[config.mk]
export PLATFORM = sky130hd
export DESIGN_NAME = cam_learn_ctrl_flat
export DESIGN_NICKNAME = d
export VERILOG_FILES = /design/src/rtl/cam_learn_ctrl_pkg.sv /design/src/rtl/cam_learn_ctrl_if.sv /design/src/rtl/cam_learn_ctrl_rr_arbiter.sv /design/src/rtl/cam_learn_ctrl.sv /design/src/flat_wrapper.sv
export SDC_FILE = /design/constraint.sdc
export NUM_CORES = 1
export LEC_CHECK = 0
export ABC_AREA = 1
export BUFFER_PORTS_ARGS = -buffer_cell sky130_fd_sc_hd__buf_2
export CAP_MARGIN = 30
export CORE_UTILIZATION = 40
export DETAILED_ROUTE_END_ITERATION = 10
export PLACE_DENSITY = 0.75
export SYNTH_ARGS = -nofsm -noshare
export SYNTH_HDL_FRONTEND = slang
export SYNTH_SLANG_ARGS = --single-unit
export TNS_END_PERCENT = 30
[constraint.sdc]
create_clock -name clk -period 5.07 [get_ports clk]
set_input_delay 0.2535 -clock clk [delete_from_list [all_inputs] [get_ports clk]]
set_output_delay 0.2535 -clock clk [all_outputs]
set_load 0.01 [all_outputs]
[src/rtl/cam_learn_ctrl_pkg.sv]
// Shared types for the CAM learn/delete controller: FSM state and response status codes.
package cam_learn_ctrl_pkg;

  typedef enum logic [2:0] {
    S_IDLE   = 3'd0,
    S_LOOKUP = 3'd1,
    S_EVAL   = 3'd2,
    S_WRITE  = 3'd3,
    S_WAIT   = 3'd4,
    S_RESP   = 3'd5
  } state_e;

  typedef enum logic [1:0] {
    ST_NEW      = 2'd0,
    ST_EXISTS   = 2'd1,
    ST_FULL     = 2'd2,
    ST_NOTFOUND = 2'd3
  } status_e;

endpackage

[src/rtl/cam_learn_ctrl_if.sv]
// Request/response and CAM write/compare signals of the learn controller.
interface cam_learn_ctrl_if #(
  parameter int NUM_REQ    = 2,
  parameter int DATA_WIDTH = 64,
  parameter int ADDR_WIDTH = 5
);
  localparam int ID_WIDTH = (NUM_REQ > 1) ? $clog2(NUM_REQ) : 1;

  logic [NUM_REQ-1:0]            req_valid;
  logic [NUM_REQ-1:0]            req_op;
  logic [NUM_REQ*DATA_WIDTH-1:0] req_key;
  logic [NUM_REQ-1:0]            req_ready;
  logic                          rsp_valid;
  logic [ID_WIDTH-1:0]           rsp_id;
  logic [1:0]                    rsp_status;
  logic [ADDR_WIDTH-1:0]         rsp_addr;
  logic [ADDR_WIDTH:0]           entry_count;
  logic [ADDR_WIDTH-1:0]         cam_write_addr;
  logic [DATA_WIDTH-1:0]         cam_write_data;
  logic                          cam_write_delete;
  logic                          cam_write_enable;
  logic                          cam_write_busy;
  logic [DATA_WIDTH-1:0]         cam_compare_data;
  logic                          cam_match;
  logic [ADDR_WIDTH-1:0]         cam_match_addr;

  modport slave (
    input  req_valid, req_op, req_key, cam_write_busy, cam_match, cam_match_addr,
    output req_ready, rsp_valid, rsp_id, rsp_status, rsp_addr, entry_count,
           cam_write_addr, cam_write_data, cam_write_delete, cam_write_enable,
           cam_compare_data
  );

  modport master (
    output req_valid, req_op, req_key, cam_write_busy, cam_match, cam_match_addr,
    input  req_ready, rsp_valid, rsp_id, rsp_status, rsp_addr, entry_count,
           cam_write_addr, cam_write_data, cam_write_delete, cam_write_enable,
           cam_compare_data
  );
endinterface

[src/rtl/cam_learn_ctrl_rr_arbiter.sv]
// Round-robin grant over NUM_REQ requesters; pointer moves past the winner on each grant.
module cam_learn_ctrl_rr_arbiter #(
  parameter int NUM_REQ  = 2,
  parameter int ID_WIDTH = (NUM_REQ > 1) ? $clog2(NUM_REQ) : 1
) (
  input  logic                clk,
  input  logic                rst_n,
  input  logic [NUM_REQ-1:0]  req,
  input  logic                en,
  output logic [NUM_REQ-1:0]  grant,
  output logic [ID_WIDTH-1:0] grant_idx,
  output logic                grant_any
);

  localparam logic [ID_WIDTH-1:0] LAST_IDX = ID_WIDTH'(NUM_REQ - 1);
  localparam logic [ID_WIDTH-1:0] ID_ONE   = ID_WIDTH'(1);

  logic [ID_WIDTH-1:0] ptr;
  logic [ID_WIDTH-1:0] hi_idx, lo_idx;
  logic                hi_any, lo_any;

  // Lowest requester at/after the pointer wins; otherwise wrap to the lowest overall.
  always_comb begin
    hi_any = 1'b0;
    lo_any = 1'b0;
    hi_idx = '0;
    lo_idx = '0;
    for (int i = NUM_REQ - 1; i >= 0; i--) begin
      if (req[i]) begin
        lo_any = 1'b1;
        lo_idx = ID_WIDTH'(i);
        if (ID_WIDTH'(i) >= ptr) begin
          hi_any = 1'b1;
          hi_idx = ID_WIDTH'(i);
        end
      end
    end
  end

  always_comb begin
    grant_any = en && lo_any;
    grant_idx = hi_any ? hi_idx : lo_idx;
    grant     = '0;
    for (int i = 0; i < NUM_REQ; i++) begin
      grant[i] = grant_any && (grant_idx == ID_WIDTH'(i));
    end
  end

  always_ff @(posedge clk or negedge rst_n) begin
    if (!rst_n) begin
      ptr <= '0;
    end else if (grant_any) begin
      ptr <= (grant_idx == LAST_IDX) ? '0 : grant_idx + ID_ONE;
    end
  end

endmodule

[src/rtl/cam_learn_ctrl.sv]
// Serialises learn/delete requests onto one CAM: duplicate check, free-slot allocation,
// occupancy bitmap and entry count, one response pulse per request.
module cam_learn_ctrl
  import cam_learn_ctrl_pkg::*;
#(
  parameter int NUM_REQ    = 2,
  parameter int DATA_WIDTH = 64,
  parameter int ADDR_WIDTH = 5
) (
  input  logic           clk,
  input  logic           rst_n,
  cam_learn_ctrl_if.slave bus
);

  localparam int ID_WIDTH    = (NUM_REQ > 1) ? $clog2(NUM_REQ) : 1;
  localparam int NUM_ENTRIES = 1 << ADDR_WIDTH;
  localparam logic [ADDR_WIDTH:0] CNT_ONE = (ADDR_WIDTH+1)'(1);

  state_e                  state, state_nxt;
  logic [NUM_ENTRIES-1:0]  bitmap;
  logic [ADDR_WIDTH:0]     count;
  logic [DATA_WIDTH-1:0]   cmp_q, key_q, key_sel;
  logic                    op_q, op_sel;
  logic [ID_WIDTH-1:0]     id_q, gnt_idx;
  logic [ADDR_WIDTH-1:0]   addr_q, eval_addr;
  status_e                 status_q, eval_status;
  logic                    eval_write;
  logic [NUM_REQ-1:0]      gnt;
  logic                    gnt_any, arb_en, write_fire;
  logic [ADDR_WIDTH:0]     free_slot;

  // {found, index} of the lowest clear bit; found=0 means every slot is occupied.
  function automatic logic [ADDR_WIDTH:0] first_free(input logic [NUM_ENTRIES-1:0] map);
    logic [ADDR_WIDTH:0] r;
    r = '0;
    for (int i = NUM_ENTRIES - 1; i >= 0; i--) begin
      if (!map[i]) r = {1'b1, ADDR_WIDTH'(i)};
    end
    return r;
  endfunction

  assign arb_en     = (state == S_IDLE) && !bus.cam_write_busy;
  assign write_fire = (state == S_WRITE) && !bus.cam_write_busy;
  assign free_slot  = first_free(bitmap);

  cam_learn_ctrl_rr_arbiter #(.NUM_REQ(NUM_REQ), .ID_WIDTH(ID_WIDTH)) u_arb (
    .clk       (clk),
    .rst_n     (rst_n),
    .req       (bus.req_valid),
    .en        (arb_en),
    .grant     (gnt),
    .grant_idx (gnt_idx),
    .grant_any (gnt_any)
  );

  always_comb begin
    key_sel = '0;
    op_sel  = 1'b0;
    for (int i = 0; i < NUM_REQ; i++) begin
      if (gnt_idx == ID_WIDTH'(i)) begin
        key_sel = bus.req_key[i*DATA_WIDTH +: DATA_WIDTH];
        op_sel  = bus.req_op[i];
      end
    end
  end

  // Lookup outcome; a delete hit reports the NEW code with the freed slot.
  always_comb begin
    eval_status = ST_NEW;
    eval_addr   = '0;
    eval_write  = 1'b0;
    if (!op_q) begin
      if (bus.cam_match) begin
        eval_status = ST_EXISTS;
        eval_addr   = bus.cam_match_addr;
      end else if (!free_slot[ADDR_WIDTH]) begin
        eval_status = ST_FULL;
      end else begin
        eval_addr  = free_slot[ADDR_WIDTH-1:0];
        eval_write = 1'b1;
      end
    end else if (bus.cam_match) begin
      eval_addr  = bus.cam_match_addr;
      eval_write = 1'b1;
    end else begin
      eval_status = ST_NOTFOUND;
    end
  end

  always_comb begin
    state_nxt = state;
    case (state)
      S_IDLE:   if (gnt_any) state_nxt = S_LOOKUP;
      S_LOOKUP: state_nxt = S_EVAL;
      S_EVAL:   state_nxt = eval_write ? S_WRITE : S_RESP;
      S_WRITE:  if (write_fire) state_nxt = S_WAIT;
      S_WAIT:   if (!bus.cam_write_busy) state_nxt = S_RESP;
      S_RESP:   state_nxt = S_IDLE;
      default:  state_nxt = S_IDLE;
    endcase
  end

  always_comb begin
    bus.req_ready        = gnt;
    bus.rsp_valid        = 1'b0;
    bus.rsp_id           = '0;
    bus.rsp_status       = '0;
    bus.rsp_addr         = '0;
    bus.cam_write_enable = 1'b0;
    bus.cam_write_addr   = '0;
    bus.cam_write_data   = '0;
    bus.cam_write_delete = 1'b0;
    if (state == S_RESP) begin
      bus.rsp_valid  = 1'b1;
      bus.rsp_id     = id_q;
      bus.rsp_status = status_q;
      bus.rsp_addr   = addr_q;
    end
    if (write_fire) begin
      bus.cam_write_enable = 1'b1;
      bus.cam_write_addr   = addr_q;
      bus.cam_write_data   = key_q;
      bus.cam_write_delete = op_q;
    end
  end

  assign bus.entry_count      = count;
  assign bus.cam_compare_data = cmp_q;

  always_ff @(posedge clk or negedge rst_n) begin
    if (!rst_n) begin
      state  <= S_IDLE;
      bitmap <= '0;
      count  <= '0;
      cmp_q  <= '0;
    end else begin
      state <= state_nxt;
      if (gnt_any) cmp_q <= key_sel;
      if (write_fire) begin
        bitmap[addr_q] <= !op_q;
        count          <= op_q ? count - CNT_ONE : count + CNT_ONE;
      end
    end
  end

  // Request payload and lookup result; only observed through state-gated outputs.
  always_ff @(posedge clk) begin
    if (gnt_any) begin
      key_q <= key_sel;
      op_q  <= op_sel;
      id_q  <= gnt_idx;
    end
    if (state == S_EVAL) begin
      addr_q   <= eval_addr;
      status_q <= eval_status;
    end
  end

endmodule

[src/flat_wrapper.sv]
// flat-port wrapper written by rule: the top's interface ports become plain ports
module cam_learn_ctrl_flat import cam_learn_ctrl_pkg::*;
#(
  parameter int NUM_REQ    = 2,
  parameter int DATA_WIDTH = 64,
  parameter int ADDR_WIDTH = 5
)
  (clk, rst_n, bus_req_valid, bus_req_op, bus_req_key, bus_cam_write_busy, bus_cam_match, bus_cam_match_addr, bus_req_ready, bus_rsp_valid, bus_rsp_id, bus_rsp_status, bus_rsp_addr, bus_entry_count, bus_cam_write_addr, bus_cam_write_data, bus_cam_write_delete, bus_cam_write_enable, bus_cam_compare_data);
  cam_learn_ctrl_if #(.NUM_REQ(NUM_REQ), .DATA_WIDTH(DATA_WIDTH), .ADDR_WIDTH(ADDR_WIDTH)) bus_i ();
  input  logic clk;
  input  logic rst_n;
  input wire logic [$bits(bus_i.req_valid)-1:0] bus_req_valid;
  input wire logic [$bits(bus_i.req_op)-1:0] bus_req_op;
  input wire logic [$bits(bus_i.req_key)-1:0] bus_req_key;
  input wire logic [$bits(bus_i.cam_write_busy)-1:0] bus_cam_write_busy;
  input wire logic [$bits(bus_i.cam_match)-1:0] bus_cam_match;
  input wire logic [$bits(bus_i.cam_match_addr)-1:0] bus_cam_match_addr;
  output wire logic [$bits(bus_i.req_ready)-1:0] bus_req_ready;
  output wire logic [$bits(bus_i.rsp_valid)-1:0] bus_rsp_valid;
  output wire logic [$bits(bus_i.rsp_id)-1:0] bus_rsp_id;
  output wire logic [$bits(bus_i.rsp_status)-1:0] bus_rsp_status;
  output wire logic [$bits(bus_i.rsp_addr)-1:0] bus_rsp_addr;
  output wire logic [$bits(bus_i.entry_count)-1:0] bus_entry_count;
  output wire logic [$bits(bus_i.cam_write_addr)-1:0] bus_cam_write_addr;
  output wire logic [$bits(bus_i.cam_write_data)-1:0] bus_cam_write_data;
  output wire logic [$bits(bus_i.cam_write_delete)-1:0] bus_cam_write_delete;
  output wire logic [$bits(bus_i.cam_write_enable)-1:0] bus_cam_write_enable;
  output wire logic [$bits(bus_i.cam_compare_data)-1:0] bus_cam_compare_data;
  assign bus_i.req_valid = bus_req_valid;
  assign bus_i.req_op = bus_req_op;
  assign bus_i.req_key = bus_req_key;
  assign bus_i.cam_write_busy = bus_cam_write_busy;
  assign bus_i.cam_match = bus_cam_match;
  assign bus_i.cam_match_addr = bus_cam_match_addr;
  assign bus_req_ready = bus_i.req_ready;
  assign bus_rsp_valid = bus_i.rsp_valid;
  assign bus_rsp_id = bus_i.rsp_id;
  assign bus_rsp_status = bus_i.rsp_status;
  assign bus_rsp_addr = bus_i.rsp_addr;
  assign bus_entry_count = bus_i.entry_count;
  assign bus_cam_write_addr = bus_i.cam_write_addr;
  assign bus_cam_write_data = bus_i.cam_write_data;
  assign bus_cam_write_delete = bus_i.cam_write_delete;
  assign bus_cam_write_enable = bus_i.cam_write_enable;
  assign bus_cam_compare_data = bus_i.cam_compare_data;
  cam_learn_ctrl #(.NUM_REQ(NUM_REQ), .DATA_WIDTH(DATA_WIDTH), .ADDR_WIDTH(ADDR_WIDTH)) u_core (.clk(clk), .rst_n(rst_n), .bus(bus_i));
endmodule
; ---- Word-level counts from Yosys, hierarchy flattened
; Cells that the tools add are included.
; W data, S select, Z words.
[totals]
output_inout_bits = 152
wordCells = 110
register_bits = 179
[classes]
n_mux = 74
n_lt_le_gt_ge = 4
addsub = 3
bitwise_logic = 1
n_eq_ne = 8
reduce_logical = 10
[op_table]
columns = op, n
row1 = $mux W6, 33
row2 = $mux W64, 2
row3 = $bwmux W32, 1
row4 = $mux W5, 6
row5 = $mux W1, 21
row6 = $pmux W3 S5, 1
row7 = $mux W3, 4
row8 = $mux W2, 5
row9 = $add A6 B1 Y6 const B, 1
row10 = $eq A3 B2 Y1 const B, 2
row11 = $eq A3 B3 Y1 const B, 2
row12 = $logic_and A1 B1 Y1, 6
row13 = $lt A5 B6 Y1 const B, 1
row14 = $sub A6 B1 Y6 const B, 1
row15 = $demux W1 S5, 1
row16 = $ge A5 B1 Y1 const B, 1
row17 = $ne A2 B1 Y1 const B, 2
row18 = $eq A3 B1 Y1 const B, 1
row19 = $logic_not A3 Y1, 1
row20 = $reduce_and A3 Y1, 1
row21 = $ge A1 B1 Y1 const A, 2
row22 = $logic_not A1 Y1, 2
row23 = $ne A2 B2 Y1 const B, 1
row24 = $add A1 B1 Y1 const B, 1
row25 = $not A1 Y1, 1

; ---- Logic depth before layout (Yosys ltp)
[logic_depth]
ltp_word = 37
depth_mapped = 33
depth_no_buf = 33

; ---- Hierarchy
; From an unflattened synthesis, not the netlist that was laid out.
[hier_totals]
cells_unflattened = 898
area_unflattened_um2 = 8287.9
[modules_own_cells]
columns = mod, area_per_inst_um2, cells_each, instances, seq_area_each_um2
row1 = cam_learn_ctrl, 8210.4, 884, 1, 4819.6
row2 = cam_learn_ctrl_rr_arbiter, 77.6, 14, 1, 25.0

; ---- Least setup slack after synthesis
; No wires, ideal clock.
[synth_timing]
path_type = register to register
startpoint = register u_core.state[0]
endpoint = register u_core.id_q (enable)
setup_time_ns = 0.456
path_buffers = 2
path_stages_with_launch = 6
period_less_slack_ns = 3.517
arrival_ns = 3.061
path_slack_ns = 1.553
cell_sequence = dfrtp_1 nor2_1 nand2_1 nor2_1 clkbuf_1 clkbuf_1
[synth_via]
elab_chain_cells = 3
[synth_rtl]
columns = element, line_no
row1 = from (decl), cam_learn_ctrl.sv:19  ; state_e state, state_nxt;
row2 = from (signal assigned), cam_learn_ctrl.sv:137  ; state <= state_nxt;
row3 = $logic_not A3 Y1, cam_learn_ctrl.sv:42  ; assign arb_en = (state == S_IDLE) && !bus.cam_write_busy;
row4 = $logic_and A1 B1 Y1, cam_learn_ctrl.sv:42
row5 = $logic_and A1 B1 Y1, cam_learn_ctrl_rr_arbiter.sv:41  ; grant_any = en && lo_any;
row6 = via u_core.gnt_any, cam_learn_ctrl.sv:29  ; logic gnt_any, arb_en, write_fire;
row7 = to (signal assigned), cam_learn_ctrl.sv:151  ; id_q <= gnt_idx;
row8 = to (decl), cam_learn_ctrl.sv:24  ; logic [ID_WIDTH-1:0] id_q, gnt_idx;
; The timed path passes the listed nets, and every way through them passes these cells.
; A chain may end at the register's enable or synchronous reset.

; ---- Final worst setup path
[layout_timing]
startpoint = register u_core.state[0]
endpoint = output port bus_cam_write_data[51]
[layout_via]
elab_chain_cells = 3
[layout_rtl]
columns = element, line_no
row1 = $eq A3 B2 Y1, cam_learn_ctrl.sv:43  ; assign write_fire = (state == S_WRITE) && !bus.cam_write_busy;
row2 = $logic_and A1 B1 Y1, cam_learn_ctrl.sv:43
row3 = $mux W64, cam_learn_ctrl.sv:119  ; if (write_fire) begin
row4 = to (decl), flat_wrapper.sv:25  ; output wire logic [$bits(bus_i.cam_write_data)-1:0] bus_cam_write_data;
; Every way passes these cells.

==> metrics.csv <==
stage,metric,value,unit
critical_path,crit-path cells,"inv_1, nor3_1, inv_1, nor2_2, buf_8, inv_2, buf_4, nor2_1, buf_2",
routing,Vias per Instance,4.93,
critical_path,slowest stage cell on the critical path,buf_4,
critical_path,Critical Path Start,u_core.state[0],
synthesis,Synth Net Count,1120,
critical_path,CP Capture Type,output port,
grt,gr ovfl total,0,
grt,gr usage total,22.4,%
routing,Detail Route Antenna Nets,0,
pwr,Max VDD drop,240,µV
critical_path,Bufs and invs on worst path,6,
critical_path,Critical Path Fanout Max,43,
critical_path,data arrival time of the critical path,2750,ps
grt,largest net degree at the start of global routing,92,
placed_design,gpl congestion,0.878,
grt,first-pass GRT wire length,37100,µm
synthesis,Mean Syn Cell Area,8.49,µm²
synthesis,warnings from Yosys,0,
sta,Final Max Slew Viols,0,
final_layout,"most common cell after layout, fill and taps aside",nand2_1,
final_layout,Layout area overhead,28.3,%
floorplan,die height,146,µm
synthesis,synthesis-stage register bit count,179,
placed_design,Detail Placement HPWL,16800,µm
synthesis,post-synthesis sequential area ratio,58.6,%
placed_design,"worst slack, placed",1810,ps
routing,vias,7574,
sta,setup_tns,0,ps
final_layout,Nets,1398,
pwr,Lkg Pwr,5.35,nW
clocking,H-tree Lvls,4,
clocking,post-CTS setup buffers,0,
critical_path,crit start category,flop,
final_layout,share of cells above drive strength 1,26.8,%
worst_hold_path,worst hold path class,primary input to flop,
pwr,Total Power,5.35,mW
synthesis,Synth cell types,28,
floorplan,initial core utilization,40.9,%
routing,WL final,23600,µm
final_layout,Final Non-Filler Cells,1537,
sta,RSZ-0062 raised after global routing,no,
clocking,Root Driver,clkbuf_16,
run,max-cap viol count,0,
clocking,CTS tree,built,
final_layout,Fill cells,1901,
routing,initial DRC count,460,
clocking,total CTS buffers,17,
clocking,"Clk pin slew, worst setup/hold paths",80,ps
routing,DR pass1 iterations,5,
critical_path,critical path's top delay family,buffers and inverters,
clocking,clk sinks,179,
floorplan,num rows,52,
floorplan,I/O pins,293,
sta,Period minus WS final,3010,ps
sta,final hold vios,0,
routing,wire length per cell,15.3,µm
worst_hold_path,Worst Hold Launch,bus_req_key[107],
floorplan,Core Area,0.0202,mm²
sta,final setup fails,0,
synthesis,Synth Cell Area,0.00827,mm²
critical_path,"most used cell, CP",inv_1,
synthesis,Post-Synthesis Cells,974,
floorplan,area of the die,0.0212,mm²
placed_design,placed insts,1501,
floorplan,die width,146,µm
sta,max frequency,333,MHz
sta,slack of the critical path,2060,ps
critical_path,crit-path max cell delay,390,ps
final_layout,most frequent cells in the layout,"nand2_1, buf_2, nor2_1, dfrtp_1, inv_1",
critical_path,worst r2r src,u_core.state[0],
sta,Final Skew,29.2,ps
sta,final worst-path cycle share,59.3,%
placed_design,IO Port Bufs,292,
pwr,Pwr Density,505,mW/mm²
clocking,clock latency at the later pin of the worst-skew pair,440,ps
clocking,Longest Clk Path Bufs,2,
grt,antenna violations before repair,2,
sta,Slew @ Worst Pin,1000,ps
critical_path,WP data required,4820,ps
sta,Slew Limit Headroom,32.9,%
routing,number of remaining DRC errors,0,
run_status,status,completed,
critical_path,WS Path Type,flop to output port,
sta,Hold Slack,80.6,ps
grt,vias in the first global route,7357,
==> where the power goes <==
group          total, mW  switching [mW]  internal, mW  leakage (nW)
clock               1.30           0.636         0.665         0.288
sequential          2.30           0.271          2.02          1.95
combinational       1.76            1.10         0.654          3.11
==> timing repair <==
item	4_1_cts	5_1_grt
endpoints found under the hold margin	54	0
hold buffers	1	0
gates resized for setup	0	0
==> metal layers <==
metal  global-route usage [%]  vias to the layer above  share of wire [%]  wire (µm)
met5                        0                        -              0.055         13
met4                     8.21                        2                1.9        450
met3                     6.43                       28                7.3       1710
met2                     38.8                      280                 51      12100
met1                     26.3                     3562                 39       9280
li1                         -                     3702                  -          -
==> state kept, by name (all words and copies together) (netlist names) <==
register and count:
u_core.status_q 2, u_core.u_arb.ptr 1, u_core.op_q 1, u_core.state 3, u_core.bus.cam_compare_data 64, u_core.key_q 64
u_core.id_q 1, u_core.bitmap 32, u_core.addr_q 5, u_core.bus.entry_count 6
==> through the flow <==
stage / utilization, % / area (µm²)
floorplan: - / 8270
global placement: 49.3 / 9980
detailed placement: 49.4 / 9990
CTS: 52.3 / 10600
global route: 52.4 / 10600
finish: 52.4 / 10600
==> Yosys cell counts, drive strengths merged <==
library cell  number  area (µm²)
o21bai             2        15.0
edfxtp            73        2190
clkbuf            39         146
inv              101         379
o311ai             1        8.76
buf                5        26.3
fa                 1        20.0
clkinv             1        3.75
a21oi             18        90.1
o21ai             31         155
xor2               5        43.8
o21a               1        7.51
nor2             178         671
nand3             23         115
ha                 4        50.1
nor4               2        27.5
o31ai              2        15.0
a31oi             78         488
nor3               4        20.0
o41ai              1        8.76
dfrtp            106        2650
a22o               2        17.5
o22ai              1        6.26
nand2            295        1110
==> worst register-to-register path, delay by kind of cell, from the launching register on <==
family	cells	cell delay, ps
compound gates	1	180
buf+inv	5	1520
simple gates	3	270
flops	1	400
==> logic make-up after synthesis <==
logic type / after synthesis / share of synthesized area, %
compound gates: 137 / 9.82
buf+inv: 146 / 6.72
fa+ha+maj: 5 / 0.848
xor+xnor: 5 / 0.530
flops: 179 / 58.6
simple gates: 502 / 23.5
==> area by class of cell <==
class / count / area [µm²] / share of cell area [%]
clock inverters: 14 / 160 / 1.51
clock buffers: 18 / 429 / 4.05
diodes: 2 / 5.00 / 0.0472
inverters: 102 / 383 / 3.61
multi-input cells: 649 / 2880 / 27.1
well taps: 270 / 338 / 3.19
repair buffers: 303 / 1570 / 14.8
flip-flops and latches: 179 / 4840 / 45.7
==> worst paths after layout <==
path | end | cells after the start | slack (ps)
worst max-delay path | bus_cam_write_data[51] | 9 | 2060
worst min-delay path | u_core.bus.cam_compare_data[43] | 3 | 80
worst max register to register | u_core.bus.entry_count[3] | 9 | 2610
worst min register to register | u_core.bus.entry_count[5] | 1 | 480
max in group asynchronous | u_core.bus.cam_compare_data[1] | 3 | 3420
min in group asynchronous | u_core.bitmap[1] | 2 | 430
(Power assumes the default switching activity.)
